## config.mk

```make
export PLATFORM = sky130hd
export DESIGN_NAME = axi_rd_arbiter
export DESIGN_NICKNAME = d
export VERILOG_FILES = /design/src/rtl/axi_rd_arbiter_pkg.sv /design/src/rtl/axi_rd_arbiter.sv
export SDC_FILE = /design/constraint.sdc
export NUM_CORES = 1
export LEC_CHECK = 0
export BUFFER_PORTS_ARGS = -buffer_cell sky130_fd_sc_hd__buf_2
export CAP_MARGIN = 10
export CORE_AREA = 2 2 134 136
export CTS_CLUSTER_DIAMETER = 60
export CTS_CLUSTER_SIZE = 10
export DETAILED_ROUTE_END_ITERATION = 8
export DIE_AREA = 0 0 136 138
export PLACE_DENSITY = 0.48
export REMOVE_ABC_BUFFERS = 1
export SLEW_MARGIN = 20
export SYNTH_ARGS = -nofsm -noshare
export SYNTH_HDL_FRONTEND = slang
export SYNTH_SLANG_ARGS = --single-unit
```

## constraint.sdc

```tcl
create_clock -name CLK -period 4.6 [get_ports CLK]
set_input_delay 0.46 -clock CLK [delete_from_list [all_inputs] [get_ports CLK]]
set_output_delay 0.46 -clock CLK [all_outputs]
set_load 0.05 [all_outputs]
```

## src/rtl/axi_rd_arbiter_pkg.sv

```systemverilog
// axi_rd_arbiter_pkg: AXI burst encodings, default widths and FSM states for the read arbiter
package axi_rd_arbiter_pkg;
    localparam int AXI_AW = 32;
    localparam int AXI_DW = 64;
    localparam logic [1:0] AXI_BURST_FIXED = 2'b00;
    localparam logic [1:0] AXI_BURST_INCR  = 2'b01;
    localparam logic [1:0] AXI_BURST_WRAP  = 2'b10;
    typedef enum logic [1:0] {ST_IDLE, ST_ADDR, ST_DATA} state_t;
endpackage

```

## src/rtl/axi_rd_arbiter.sv

```systemverilog
// axi_rd_arbiter: round-robin arbiter of IL1/DL1 AXI read channels onto one memory port, one burst in flight
module axi_rd_arbiter
    import axi_rd_arbiter_pkg::*;
#(
    parameter int AW = AXI_AW,
    parameter int DW = AXI_DW
) (
    input  logic          CLK,
    input  logic          RSTn,
    input  logic [AW-1:0] IL1_ARADDR,
    input  logic [7:0]    IL1_ARLEN,
    input  logic [1:0]    IL1_ARBURST,
    input  logic          IL1_ARVALID,
    output logic          IL1_ARREADY,
    output logic [DW-1:0] IL1_RDATA,
    output logic [1:0]    IL1_RRESP,
    output logic          IL1_RLAST,
    output logic          IL1_RVALID,
    input  logic          IL1_RREADY,
    input  logic [AW-1:0] DL1_ARADDR,
    input  logic [7:0]    DL1_ARLEN,
    input  logic [1:0]    DL1_ARBURST,
    input  logic          DL1_ARVALID,
    output logic          DL1_ARREADY,
    output logic [DW-1:0] DL1_RDATA,
    output logic [1:0]    DL1_RRESP,
    output logic          DL1_RLAST,
    output logic          DL1_RVALID,
    input  logic          DL1_RREADY,
    output logic [AW-1:0] MEM_ARADDR,
    output logic [7:0]    MEM_ARLEN,
    output logic [1:0]    MEM_ARBURST,
    output logic          MEM_ARVALID,
    input  logic          MEM_ARREADY,
    input  logic [DW-1:0] MEM_RDATA,
    input  logic [1:0]    MEM_RRESP,
    input  logic          MEM_RLAST,
    input  logic          MEM_RVALID,
    output logic          MEM_RREADY,
    output logic          rd_protocol_err
);
    state_t        state, state_nx;
    logic          gnt;
    logic [AW-1:0] addr;
    logic [7:0]    len;
    logic [1:0]    burst;
    logic [7:0]    cnt;
    logic          req_any, pick_dl1, hs;

    // gnt doubles as the round-robin pointer: it holds the last master granted
    always_comb begin
        req_any  = IL1_ARVALID | DL1_ARVALID;
        pick_dl1 = DL1_ARVALID & (!IL1_ARVALID | !gnt);
        hs       = MEM_RVALID & MEM_RREADY;
        state_nx = state;
        case (state)
            ST_IDLE: state_nx = req_any ? ST_ADDR : ST_IDLE;
            ST_ADDR: state_nx = MEM_ARREADY ? ST_DATA : ST_ADDR;
            ST_DATA: state_nx = (hs && MEM_RLAST) ? ST_IDLE : ST_DATA;
            default: state_nx = ST_IDLE;
        endcase
    end

    assign IL1_ARREADY = RSTn && state == ST_IDLE && IL1_ARVALID && !pick_dl1;
    assign DL1_ARREADY = RSTn && state == ST_IDLE && pick_dl1;
    assign MEM_ARVALID = state == ST_ADDR;
    assign MEM_ARADDR  = addr;
    assign MEM_ARLEN   = len;
    assign MEM_ARBURST = burst;
    assign MEM_RREADY  = state == ST_DATA && (gnt ? DL1_RREADY : IL1_RREADY);
    assign IL1_RVALID  = state == ST_DATA && !gnt && MEM_RVALID;
    assign DL1_RVALID  = state == ST_DATA && gnt && MEM_RVALID;
    assign IL1_RDATA   = MEM_RDATA;
    assign IL1_RRESP   = MEM_RRESP;
    assign IL1_RLAST   = MEM_RLAST;
    assign DL1_RDATA   = MEM_RDATA;
    assign DL1_RRESP   = MEM_RRESP;
    assign DL1_RLAST   = MEM_RLAST;

    always_ff @(posedge CLK) begin
        if (!RSTn) begin
            state           <= ST_IDLE;
            gnt             <= 1'b1;
            addr            <= '0;
            len             <= '0;
            burst           <= '0;
            cnt             <= '0;
            rd_protocol_err <= 1'b0;
        end else begin
            state <= state_nx;
            if (state == ST_IDLE && req_any) begin
                gnt   <= pick_dl1;
                addr  <= pick_dl1 ? DL1_ARADDR : IL1_ARADDR;
                len   <= pick_dl1 ? DL1_ARLEN : IL1_ARLEN;
                burst <= pick_dl1 ? DL1_ARBURST : IL1_ARBURST;
            end
            if (state == ST_ADDR && MEM_ARREADY)
                cnt <= len;
            // the final beat must coincide with the counter reaching zero
            if (state == ST_DATA && hs) begin
                cnt <= (cnt == 8'd0) ? 8'd0 : cnt - 8'd1;
                if (MEM_RLAST != (cnt == 8'd0))
                    rd_protocol_err <= 1'b1;
            end
        end
    end
endmodule

```

---- After elaboration in Yosys (flattened, before gate mapping) ----
Cells that the tools add are included.
storage, ports and cells
  flip-flop bits (word level) ............. 54
  latch bits .............................. 0
  memory bits (writable) .................. 0
  memory bits (read-only) ................. 0
  bits of input ports ..................... 159
  output and inout bits ................... 183
  logic and storage cells ................. 46
  memories kept ........................... 0
cells by class
  add/sub/neg operators ................... 1
  $mul .................................... 0
  div/mod/pow operators ................... 0
  magnitude comparators ................... 0
  eq/ne operators ......................... 3
  shift operators ......................... 0
  mux-type cells .......................... 11
  bitwise operators ....................... 4
  reduce and logical (&&, ||, !) cells .... 20
operator list
  operator             count
  $mux 32              1
  $mux 8               4
  $logic_and 1x1->1    13
  $logic_not 8->1      1
  $sub 8x1->8 const B  1
  $mux 2               3
  $pmux 2 s3           1
  $logic_not 1->1      3
  $and 1x1->1          2
  $eq 2x1->1 const B   1
  $eq 2x2->1 const B   1
  $logic_not 2->1      1
  $mux 1               2
  $or 1x1->1           2
  $reduce_and 2->1     1
  $reduce_bool 2->1    1
  $ne 1x1->1           1

---- Longest topological paths before layout ----
Gate-level depths: netlist (run 1).
  word-level depth ........................ 6
  depth in mapped cells ................... 6
  depth with buffers taken out ............ 6

---- Worst setup path before layout (run 1) ----
No wires, ideal clock.
  kind .................................... input port to output port
  from .................................... in DL1_ARVALID
  to ...................................... out IL1_ARREADY
  arrival time ............................ 1.596 ns
  data required time ...................... 4.140 ns
  setup slack ............................. 2.544 ns
  cell stages on the path ................. 4
  buffers on the path ..................... 2
  cell sequence ........................... a21boi_1 -> buf_2 -> buf_4 -> nor2_1
between the ends
  cells in the longest elaborated chain, start to end .. 3
RTL lines
  element            RTL line              RTL
  start, declared    axi_rd_arbiter.sv:23  input logic DL1_ARVALID,
  $and 1x1->1        axi_rd_arbiter.sv:53  pick_dl1 = DL1_ARVALID & (!IL1_ARVALID | !gnt);
  $logic_not 1->1    axi_rd_arbiter.sv:64  assign IL1_ARREADY = RSTn && state == ST_IDLE && IL1_ARVALID && !pick_dl1;
  $logic_and 1x1->1  axi_rd_arbiter.sv:64
  end, declared      axi_rd_arbiter.sv:14  output logic IL1_ARREADY,
Every way passes these cells.

---- Worst setup path after layout (run 1) ----
  from .................................... reg gnt
  to ...................................... out DL1_ARREADY
between the ends
  cells in the longest elaborated chain, start to end .. 4
RTL lines
  element                 RTL line              RTL
  start, declared         axi_rd_arbiter.sv:43  logic gnt;
  start signal, assigned  axi_rd_arbiter.sv:92  gnt <= pick_dl1;
  $logic_not 1->1         axi_rd_arbiter.sv:53
  $or 1x1->1              axi_rd_arbiter.sv:53
  $and 1x1->1             axi_rd_arbiter.sv:53
  $logic_and 1x1->1       axi_rd_arbiter.sv:65  assign DL1_ARREADY = RSTn && state == ST_IDLE && pick_dl1;
  end, declared           axi_rd_arbiter.sv:24  output logic DL1_ARREADY,
Every way passes these cells.

==> impl_metrics.yaml, run 1 <==
clocking:
  cts_resized: 0
  numCtsBuffers: 5
  clk_latency_ns: 0.31
  cts_root_buf: "clkbuf_16"
  cts_hold_buf: 0
  post-cts-setup-buffers: 0
  cts_tree: "yes"
  clock_path_buffers: 2
  cts.clk_slew.worst_paths_ns: 0.07
  htreeDepth: 2
  cts_sinks: 54
power:
  leakage_nw: 1.69
  ir_drop_v: 0.000146
  power-per-cell-area_mw_per_mm2: 418
worst_setup_path:
  path_max_fanout: 17
  critical_path.cell_chain: "a21boi_4 -> and3_1 -> buf_2"
  crit_required_ns: 4.14
  cp-start-kind: "flip-flop"
  path_buf_inv: 1
  timing.rr.start: "state[0]$_SDFF_PN0_"
  r2r_end: "MEM_ARADDR[23]$_SDFFE_PN0P_"
  worstRegToRegCells: 5
  critPathTopFamily: "compound AO/OA/AOI/OAI gates"
  criticalPathCategory: "flip-flop to primary output"
  cp-end-kind: "primary output"
  slowest_stage: "a21boi_4"
  critPathMaxStageDelay_ns: 0.66
  arrival_ns: 1.88
  regToRegSetupSlack_ns: 2.43
timing:
  max_freq_ghz: 0.427
  period_needed_ns: 2.34
  fin_setup_tns_ns: 0
  relSlewSlack: 0.490
  fin_skew_ns: 0.00877
  hold_viol: 0
  post-route-period-util: 0.509
  hold_slack_ns: 0.461
  slew_violations: 0
  tightest_slew_ns: 0.763
  setup_viol_count_final: 0
  rsz0062_at_grt: "no"
die:
  initial_core_util: 0.206
  fp.dieH_um: 138
  die-width_um: 136
  ios: 342
  core-area_mm2: 0.0175
  row_count: 49
  dieArea_mm2: 0.0188
min_path:
  min_path_cells: 2
  hold_path.class: "flip-flop to flip-flop"
  hold_path_startpoint: "rd_protocol_err$_SDFFE_PN0P_"
  hold_path_end: "rd_protocol_err$_SDFFE_PN0P_"
finish:
  nets: 576
  design_area_mm2: 0.00373
  fillerInstances: 1970
  area_growth_pct: 3.22
  drive_gt1_frac: 0.393
  diodes: 0
detailed_routing:
  wl_um: 20300
  dr.pass1.iters: 4
  antenna_left: 0
  first_iter_violations: 145
  viasPerCell: 4.43
  drc: 0
  routedWlPerCell_um: 31.4
  vias: 2862
yosys:
  synth_top_area_cell: "dfxtp_1"
  synth_cell_types: 45
  ys_top_cells_by_area: "dfxtp_1 (30%), buf_4 (29%), mux2i_1 (12%)"
  avgSynthCellArea_um2: 8.61
  synth_top_area_frac: 0.299
  async_flop_share: 0
  synthesis.area_mm2: 0.00362
  yosysWarnings: 0
  synth_edf_count: 0
  synth-seq-area-share: 0.299
  synth_flop_cell: "dfxtp_1"
  synth_seq_cells: 54
  synthCells: 420
place:
  dpl-instance-area_mm2: 0.00353
  gp_congestion: 0.828
  io_buffers: 143
  dp_hpwl_um: 17700
global_route:
  grt_pass1_vias: 2848
  grt_use_total: 0.210
  grt_start_max_net_pins: 57
  grt-ovfl-total: 0
  grt_first_pass_wirelength_um: 26100
  antenna_found_initial: 0
status:
  outcome: "finished, final reports clean"
job:
  cap_violations: 0
state kept, by name (all words and copies together) (netlist names):
name and flops:
state 2, cnt 8, MEM_ARADDR 32, MEM_ARBURST 2
MEM_ARLEN 8, rd_protocol_err 1, gnt 1
cell type report:
class	count	area, um2	share of cell area
clock inverter	2	60.1	0.0161
sequential	54	1080	0.290
multi-input combinational	204	1410	0.378
clock buffer	6	139	0.0372
inverter	5	18.8	0.00503
tap	229	287	0.0767
timing repair buffer	146	738	0.198
cells in the final DEF (no fill, tap or decap), types with 2 or more instances in the layout:
cell type | netlist | routed
nor3_1 | 3 | 3
buf_4 | 139 | 3
mux2i_1 | 44 | 44
a2bb2oi_1 | 3 | 3
o21a_1 | 4 | 3
bufinv_16 | 0 | 2
inv_1 | 5 | 4
nand3b_1 | 2 | 2
nand3_1 | 2 | 2
nor2_1 | 52 | 52
o21ai_0 | 3 | 3
nor2_2 | 3 | 3
or4_4 | 2 | 2
buf_2 | 7 | 143
nand2_1 | 12 | 12
a211oi_1 | 42 | 42
a21oi_1 | 6 | 6
dfxtp_1 | 54 | 54
clkbuf_16 | 0 | 5
how the worst max path moves through the flow:
stage / startpoint / to / cells past startpoint
final: gnt$_SDFFE_PN1P_ / DL1_ARREADY / 3
after global routing: gnt$_SDFFE_PN1P_ / DL1_ARREADY / 3
after floorplan: DL1_ARVALID / IL1_ARREADY / 2
after global placement: IL1_ARVALID / MEM_ARLEN[6]$_SDFFE_PN0P_ / 5
after detailed placement: IL1_ARVALID / MEM_ARLEN[6]$_SDFFE_PN0P_ / 5
after CTS: gnt$_SDFFE_PN1P_ / DL1_ARREADY / 3
metrics by stage:
step,power (mW),worst slack (ns),util,cells
final,1.56,2.26,0.213,646
after CTS,1.58,2.19,0.213,646
after global placement,1.05,2.29,0.202,638
after detailed placement,1.06,2.24,0.202,638
after floorplan,0.910,-0.302,-,263
after global routing,1.63,2.11,0.213,646
cell families (layout without fill, tap and decap cells):
kind of cell,after synthesis,count (layout),synth area share
adder cells (fa/ha/maj),1,1,0.00346
XOR/XNOR,2,2,0.00484
buffers and inverters,162,159,0.315
AND/OR/NAND/NOR,86,86,0.110
AO/OA/AOI/OAI,70,70,0.144
multiplexers,45,45,0.125
flip-flops,54,54,0.299
where the power goes:
part / internal [mW] / total [mW] / switching [mW] / leakage (nW)
Sequential: 0.521 / 0.559 / 0.0375 / 0.447
Combinational: 0.144 / 0.480 / 0.336 / 1.15
Clock: 0.328 / 0.520 / 0.192 / 0.0971
layer usage:
layer	global-route usage	part of all wire
met2	0.327	0.45
met5	0.116	0.013
met1	0.147	0.25
met3	0.259	0.26
met4	0.0674	0.028
tightest hold or removal path: stages, from the launching register on:
cell	delay (ns)
dfxtp_1	0.31
nand2_1	0.05
o21ai_1	0.06
cells in the mapped netlist, drive strengths merged, types with 2 or more instances:
cell type,number
inv,5
o21ai,4
buf,147
nand3,2
a2bb2oi,3
or4,2
nand3b,2
mux2i,44
a211oi,42
o21a,4
nor4,2
a21boi,2
nor3,3
nor2,55
clkbuf,10
nand2,12
dfxtp,54
a21oi,6
No activity file was read; power rests on OpenSTA's default activity.
==> run 2, diff against run 1 <==
- clock period: 4.6 -> 2.2 ns (I/O delays scaled with it)
==> impl_metrics.yaml, run 2 (synthesis gave the netlist of run 1 again) <==
detailed_routing:
  wl_um: 20100
  met2_length_um: 8720
  drc: 0
  vias: 2925
  wl_met1_um: 5290
  dr.pass1.iters: 4
  first_iter_violations: 126
  antenna_left: 0
  dr_wl_met3_um: 5180
  top_layer_used: "met5"
  viasPerCell: 4.51
  routedWlPerCell_um: 31.1
min_path:
  min_path_cells: 2
  hold_path.class: "primary input to flip-flop"
clocking:
  cts_resized: 0
  cts_sinks: 54
  cts_tree: "yes"
  numCtsBuffers: 5
  cts_root_buf: "clkbuf_16"
  post-cts-setup-buffers: 0
  cts_hold_buf: 0
  htreeDepth: 2
  cts.clk_slew.worst_paths_ns: 0.07
  clk_latency_ns: 0.30
  clock_path_buffers: 2
timing:
  post-route-period-util: 0.829
  max_freq_ghz: 0.548
  relSlewSlack: 0.670
  slew_violations: 0
  finalWorstSetupSlack_ns: 0.376
  hold_viol: 0
  setup_viol_count_final: 0
  period_needed_ns: 1.82
  rsz0062_at_grt: "no"
  hold_slack_ns: 0.218
  tightest_slew_ns: 0.495
  fin_skew_ns: 0.00844
power:
  pwr-share-comb: 0.341
  p_clk_frac: 0.264
  power.share.switching: 0.390
  p_seq_frac: 0.395
  leakage_nw: 1.68
  power_switching_mw: 1.16
  power-per-cell-area_mw_per_mm2: 803
  ir_drop_v: 0.000298
  internal_power_mw: 1.81
place:
  io_buffers: 143
  dp_hpwl_um: 17700
  gp_congestion: 0.879
  pre_cts_ws_ns: 0.465
  dp.cells: 641
worst_setup_path:
  slowest_stage: "buf_4"
  arrival_ns: 1.60
  crit_required_ns: 1.98
  crit_cells: 4
  path_max_fanout: 29
  critPathMaxStageDelay_ns: 0.42
  criticalPathCategory: "flip-flop to primary output"
  worstRegToRegCells: 6
  critPathTopFamily: "buffers and inverters"
  critical_path.cell_chain: "a21boi_4 -> buf_4 -> nor2_1 -> buf_2"
  cp-start-kind: "flip-flop"
  cp-end-kind: "primary output"
  path_buf_inv: 2
die:
  fp.dieH_um: 138
  row_count: 49
  core-area_mm2: 0.0175
  ios: 342
  initial_core_util: 0.206
  die-width_um: 136
  dieArea_mm2: 0.0188
status:
  outcome: "finished, final reports clean"
job:
  cap_violations: 0
finish:
  most-common-layout-cells: "buf_2 (143), dfxtp_1 (54), nor2_1 (52)"
  fillerInstances: 2015
  area_growth_pct: 2.08
  fin_cells: 648
  drive_gt1_frac: 0.396
  largest_register_ffs: 32
  nets: 579
  diodes: 0
  final_common_cell: "buf_2"
global_route:
  grt_use_total: 0.207
  grt_pass1_vias: 2812
  grt_start_max_net_pins: 53
  grt-ovfl-total: 0
  antenna_found_initial: 0
  grt_first_pass_wirelength_um: 26000
[run 2: cell types whose count changed in the layout (fill, tap and decap cells not counted), sizes merged]
| cell | before | now |
|---|---|---|
| clkinv | 1 | 3 |
| buf | 146 | 149 |
| bufinv | 2 | 0 |
| clkbuf | 6 | 5 |
[run 2: cell type report]
cell class                 count  area, um2  area share
timing repair buffer         149        761       0.206
sequential                    54       1080       0.293
clock inverter                 2       10.0     0.00271
inverter                       5       18.8     0.00508
tap                          229        287      0.0776
clock buffer                   5        125      0.0339
multi-input combinational    204       1410       0.382
[run 2: worst paths after layout]
path	to	startpoint	slack (ns)
worst min-delay path	gnt$_SDFFE_PN1P_	RSTn	0.22
worst min register to register	rd_protocol_err$_SDFFE_PN0P_	rd_protocol_err$_SDFFE_PN0P_	0.45
worst max register to register	cnt[4]$_SDFFE_PN0P_	cnt[0]$_SDFFE_PN0P_	0.43
worst max-delay path	IL1_ARREADY	gnt$_SDFFE_PN1P_	0.38
[run 2: layer usage]
layer  track usage  vias up
li1              -     1302
met1         0.151     1239
met2         0.320      348
met3         0.252       30
met4        0.0636        6
met5         0.111        -
[run 2: power by group through the flow]
stage / clock (mW) / combinational [mW] / sequential, mW
after floorplan: 0 / 0.379 / 1.52
after global placement: 0 / 1.00 / 1.19
after detailed placement: 0 / 1.02 / 1.19
after CTS: 0.834 / 1.02 / 1.17
after global routing: 0.861 / 1.08 / 1.19
final: 0.784 / 1.01 / 1.17
[run 2: metrics by stage]
step	TNS, ns	total power [mW]	area, um2	utilization
after global placement	0	2.20	3560	0.203
final	0	2.97	3690	0.211
after floorplan	-72.92	1.90	2500	-
after CTS	0	3.02	3690	0.211
after global routing	0	3.13	3690	0.211
after detailed placement	0	2.21	3560	0.203
